$ cat src/rtl/pio_out_blink.sv
// pio_out_blink: Avalon-MM parallel output port with DATA/SET/CLR access
// and an optional blink engine that periodically inverts masked bits.
// Optional feature macro: PIO_OUT_BLINK_EN builds the BLINK_MASK/PERIOD
// registers, the period counter and the phase flip-flop. Without it,
// addresses 3 and 4 are reserved and out_port is the plain data register.
module pio_out_blink #(
    parameter int WIDTH        = 8,
    parameter int PERIOD_WIDTH = 24
) (
    input  logic             clk,
    input  logic             reset_n,
    input  logic [2:0]       address,
    input  logic             chipselect,
    input  logic             write_n,
    input  logic [31:0]      writedata,
    output logic [31:0]      readdata,
    output logic [WIDTH-1:0] out_port
);

    localparam logic [2:0] ADDR_DATA   = 3'd0;
    localparam logic [2:0] ADDR_SET    = 3'd1;
    localparam logic [2:0] ADDR_CLR    = 3'd2;
    localparam logic [2:0] ADDR_MASK   = 3'd3;
    localparam logic [2:0] ADDR_PERIOD = 3'd4;

    logic             wr;
    logic [WIDTH-1:0] data_out;
    logic [WIDTH-1:0] wr_bits;

    // Only bits that fit the output register can ever be stored, and the
    // parameter is referenced even when no counter exists.
    logic unused_ok;
    assign unused_ok = ^writedata ^ (PERIOD_WIDTH != 0);

    assign wr      = chipselect & ~write_n;
    assign wr_bits = writedata[WIDTH-1:0];

    // Data register: direct load, bitwise set and bitwise clear.
    always_ff @(posedge clk or negedge reset_n) begin
        if (!reset_n) begin
            data_out <= '0;
        end else if (wr) begin
            case (address)
                ADDR_DATA: data_out <= wr_bits;
                ADDR_SET:  data_out <= data_out | wr_bits;
                ADDR_CLR:  data_out <= data_out & ~wr_bits;
                default:   data_out <= data_out;
            endcase
        end
    end

`ifdef PIO_OUT_BLINK_EN
    logic [WIDTH-1:0]        blink_mask;
    logic [PERIOD_WIDTH-1:0] period;
    logic [PERIOD_WIDTH-1:0] cnt;
    logic                    phase;

    // Blink mask register; writing it leaves the counter and phase alone.
    always_ff @(posedge clk or negedge reset_n) begin
        if (!reset_n) begin
            blink_mask <= '0;
        end else if (wr && address == ADDR_MASK) begin
            blink_mask <= wr_bits;
        end
    end

    // Period register plus counter/phase: a period write restarts the cycle,
    // a zero period parks everything, otherwise phase flips every PERIOD+1 clocks.
    always_ff @(posedge clk or negedge reset_n) begin
        if (!reset_n) begin
            period <= '0;
            cnt    <= '0;
            phase  <= 1'b0;
        end else if (wr && address == ADDR_PERIOD) begin
            period <= writedata[PERIOD_WIDTH-1:0];
            cnt    <= '0;
            phase  <= 1'b0;
        end else if (period == '0) begin
            cnt    <= '0;
            phase  <= 1'b0;
        end else if (cnt == period) begin
            cnt    <= '0;
            phase  <= ~phase;
        end else begin
            cnt    <= cnt + 1'b1;
        end
    end

    assign out_port = data_out ^ (blink_mask & {WIDTH{phase}});
`else
    assign out_port = data_out;
`endif

    // Combinational, side-effect-free read mux with zero extension.
    always_comb begin
        readdata = '0;
        case (address)
            ADDR_DATA:   readdata[WIDTH-1:0] = data_out;
            ADDR_SET:    readdata[WIDTH-1:0] = out_port;
`ifdef PIO_OUT_BLINK_EN
            ADDR_MASK:   readdata[WIDTH-1:0] = blink_mask;
            ADDR_PERIOD: readdata[PERIOD_WIDTH-1:0] = period;
`endif
            default:     readdata = '0;
        endcase
    end

endmodule
$ cat config.mk
export PLATFORM = sky130hd
export DESIGN_NAME = pio_out_blink
export DESIGN_NICKNAME = d
export VERILOG_FILES = /design/src/rtl/pio_out_blink.sv
export SDC_FILE = /design/constraint.sdc
export NUM_CORES = 1
export LEC_CHECK = 0
export CORE_UTILIZATION = 28
export CTS_CLUSTER_DIAMETER = 120
export CTS_CLUSTER_SIZE = 30
export DETAILED_ROUTE_END_ITERATION = 8
export PLACE_DENSITY = 0.85
export RECOVER_POWER = 100
export SYNTH_ARGS = -nofsm -noshare
export SYNTH_HDL_FRONTEND = slang
export SYNTH_SLANG_ARGS = --single-unit
$ cat constraint.sdc
create_clock -name clk -period 1.5 [get_ports clk]
set_input_delay 0.3 -clock clk [delete_from_list [all_inputs] [get_ports clk]]
set_output_delay 0.3 -clock clk [all_outputs]
set_load 0.03 [all_outputs]
* Word level (Yosys, flattened, before mapping)
Cells that the tools add are included.
** Cells by class
- Eq/ne operators :: 2
- Muxes and demuxes :: 2
- Bitwise gates (word level) :: 5
- Reductions and logical operators :: 4
** Operators by type and width (number)
- $pmux W8 S3 :: 1
- $and A8 B8 Y8 :: 1
- $mux W8 :: 1
- $not A8 Y8 :: 1
- $or A8 B8 Y8 :: 1
- $eq A3 B1 Y1 const B :: 1
- $eq A3 B2 Y1 const B :: 1
- $logic_not A3 Y1 :: 1
- $reduce_bool A3 Y1 :: 1
- $reduce_and A2 Y1 :: 1
- $reduce_or A2 Y1 :: 1
- $and A1 B1 Y1 :: 1
- $not A1 Y1 :: 1
** Storage, ports and cells
- Flip-flop bits (word level) :: 8
- Bits of input ports :: 39
- Output and inout bits :: 40
- Logic and storage cells :: 14

* Longest topological paths before layout
- Depth in word-level cells :: 3
- Depth in mapped cells :: 3
- Gate-level depth less buffers :: 3

* Worst setup path before layout
OpenSTA, ideal clock, no wires.
- Path type :: input-to-output
- Start :: input address[2]
- End :: output readdata[0]
- Arrival :: 1.028 ns
- Required time :: 1.200 ns
- Slack :: 0.172 ns
- Stages :: 3
- Buffers on the path :: 1
- Cell sequence :: buf_2 nor2_1 and2_1
** Between the ends
- Cells in the longest elaborated chain, start to end :: 3
- Elaborated cells between the ends (all ways) :: 4
- Those cells by class :: eq/ne: 1; mux: 1; reduce/logical: 2
** RTL lines
- start: declaration :: RTL line 12 : input logic [2:0] address,
- $eq A3 B1 Y1 or $logic_not A3 Y1 (tied branches) :: RTL line 97 : case (address)
- $reduce_or A2 Y1 (no line) *
- $mux W8 * :: RTL line 97
- end: declaration :: RTL line 16 : output logic [31:0] readdata,
Every way passes the cells marked *; elsewhere a longest branch is shown, timed or not.

* Worst setup path after layout
- Start :: input address[1]
- End :: output readdata[2]
The elaborated chain is that of the path after synthesis.

==> results.yml <==
job:
  drv_cap: 0
clock_tree:
  insertion_delay_ps: 260
  clk_pin_slew_worst_paths_ps: 60
  clockRootBuffer: "clkbuf_4"
  cts_hold_buf: 0
  cts.htree.levels: 1
  cts_setup_buffers: 0
  cts.sinks: 8
  cts-buffers-inserted: 3
  cts_buffer_depth: 2
  cts_tree: "built"
power:
  total_leakage_power_nw: 0.458
  combinational_fraction_of_design_power_pct: 46.1
  p_sw_share_pct: 43.5
  peakVddDrop_mv: 0.340
  sequentialPowerShare_pct: 33.8
  power.internal_mw: 0.476
  power_frac_clock_pct: 20.2
  power_per_cell_area_nw_per_um2: 928
  power_switching_mw: 0.367
layout:
  antenna_cells: 0
  largest_reg_flops: 8
  most-common-layout-cells: "conb_1 (24), clkdlybuf4s50_1 (11), dlygate4sd2_1 (10), buf_4 (10)"
  design_area_um2: 908
  layout.nets: 141
  finalCoreUtilization_pct: 41.5
  layout.cells.most_common: "conb_1"
  layout-area-overhead-vs-synth_pct: 40.4
  final_layout_size_suffix_gt1_share_pct: 21.0
drt:
  route.antenna.remaining_nets: 0
  remaining_drc_errors: 0
  drt-wirelength-per-cell_um: 12.6
  postRouteWirelength_um: 1610
  vias: 574
  drt_first_pass_iters: 4
  detail_route.vias_per_cell: 4.48
  drt_first_iter_violations: 17
place:
  detailedPlace.worstSlack_ps: -258
  dp_hpwl_um: 1200
  port_buffers: 30
  placed_cell_area_um2: 908
  routabilityCongestion: 0.776
setup_path:
  worstPathCellList: "dlygate4sd2_1 > nor2_4 > and2_1 > clkbuf_2"
  critical_path.reg2reg.startpoint: "out_port[6]$_DFFE_PN0P_"
  r2r_setup_slack_ps: 780
  rr_worst_depth: 1
  start_kind: "input pin"
  worstPathRequired_ps: 1200
  critical_path.slowest_cell: "dlygate4sd2_1"
  critPathKind: "input pin to primary output"
  worst_path_dominant_cell_family: "buffers and inverters"
  timing.critical_path.slowest_cell_delay_ps: 270
  worst-endpoint-arrival_ps: 1110
  path_max_fanout: 8
  critical_path.n_buffers_inverters: 2
  r2r-end: "out_port[6]$_DFFE_PN0P_"
  cp-end-kind: "primary output"
yosys:
  synth_compound_area_share_pct: 22.8
  synthDominantCellAreaShare_pct: 30.9
  synth_simple_gate_area_share_pct: 14.5
  synth.largest_area_cell: "dfrtp_1"
  post_synthesis_share_of_cell_area_spent_on_xor_and_xnor_gates_pct: 2.51
  synthDistinctLibCells: 13
  most_area_consuming_cells_after_synthesis: "dfrtp_1 (31%), buf_4 (28%), a22o_1 (11%)"
  syn_area_um2: 647
  synth_top_family_by_area: "buffers and inverters"
  seq_area_frac_synth_pct: 30.9
  synth_mux_area_share_pct: 0
  post_synth_inst_count: 63
  synthAdderAreaFrac_pct: 0
  ys_ff_latch: 8
  syn_avg_cell_area_um2: 10.3
  synthesis.yosys.warnings: 0
floorplan:
  die_y_um: 50.1
  io-pin-count: 79
  std_cell_rows: 17
  placeableCoreArea_um2: 2190
  initial_utilization_pct: 29.5
  die_width_um: 50.1
  die_outline_area_um2: 2510
timing:
  maxClockFrequency_mhz: 711
  report.final.setup_viol: 0
  fin_crit_sh_pct: 93.7
  timing_hold_violations_final: 0
  fin_ws_ps: 94.1
  timing.final.max_slew_violations: 0
  finalClockSkew_ps: 0
  rsz_0062_raised_after_global_routing: "no"
  period_needed_ps: 1410
grt:
  grt_max_degree: 9
  overflow: 0
  global_route_wire_length_before_repair_um: 2550
  via_count_of_the_first_global_routing_pass: 567
  globalRouteTotalUtil_pct: 14.2
  antenna_found_initial: 0
min_path:
  hold_path_class: "input pin to asynchronous set/reset pin"
status:
  run_status: "finished clean"
-- cell usage after synthesis --
cell type,instances
a22o_1,8
and2_1,8
buf_2,1
buf_4,24
conb_1,1
dfrtp_1,8
nand2_1,1
nor2_1,1
nor3b_2,1
nor4b_4,1
o311ai_1,7
o311ai_2,1
xnor2_2,1
-- layer usage --
| layer | global-route usage [%] | vias to the layer above | part of all wire [%] |
|---|---|---|---|
| met2 | 25.1 | 34 | 52 |
| met3 | 3.70 | 2 | 6.9 |
| met4 | 8.57 | 0 | 1.1 |
| li1 | - | 258 | - |
| met1 | 14.6 | 280 | 40 |
| met5 | 0 | - | 0 |
-- area by class of cell --
class,count,area (um^2)
Fill cell,240,1280
Multi-Input combinational cell,53,348
Timing Repair Buffer,36,303
Sequential cell,8,200
Tap cell,28,35.0
Clock buffer,3,22.5
-- cells by family after synthesis --
group | after synthesis
other | 1
xor gates and xnor gates | 1
AOI/OAI and AO/OA | 16
and+or+nand+nor | 12
buffers and inverters | 25
DFF | 8
-- power groups by stage --
stage               Sequential (mW)  Combinational (mW)  Clock (mW)
floorplan                     0.360               0.224           0
global placement              0.287               0.414           0
detailed placement            0.290               0.423           0
CTS                           0.285               0.397       0.170
global route                  0.291               0.410       0.183
finish                        0.285               0.388       0.170
-- worst max path at each step --
stage,cells after the start,start,to
6_report,4,address[1],readdata[2]
5_1_grt,4,address[1],readdata[0]
4_1_cts,4,address[0],out_port[3]$_DFFE_PN0P_
3_5_place_dp,4,address[2],readdata[1]
2_1_floorplan,3,address[2],readdata[0]
3_3_place_gp,4,address[2],readdata[7]
-- timing repair --
action,4_1_cts,5_1_grt
hold endpoints to repair,0,0
setup endpoints to repair,16,0
gates resized for setup,12,0
-- per-stage QoR --
| step | instances | total power [mW] | hold WS (ps) | TNS (ps) |
|---|---|---|---|---|
| 3_3_place_gp | 125 | 0.702 | 504 | -3050 |
| 5_1_grt | 128 | 0.884 | 423 | 0 |
| 2_1_floorplan | 86 | 0.583 | 4.41 | 0 |
| 3_5_place_dp | 125 | 0.713 | 503 | -3730 |
| 4_1_cts | 128 | 0.851 | 331 | 0 |
| 6_report | 128 | 0.843 | 395 | 0 |
Power figures use the tool's default switching activity.
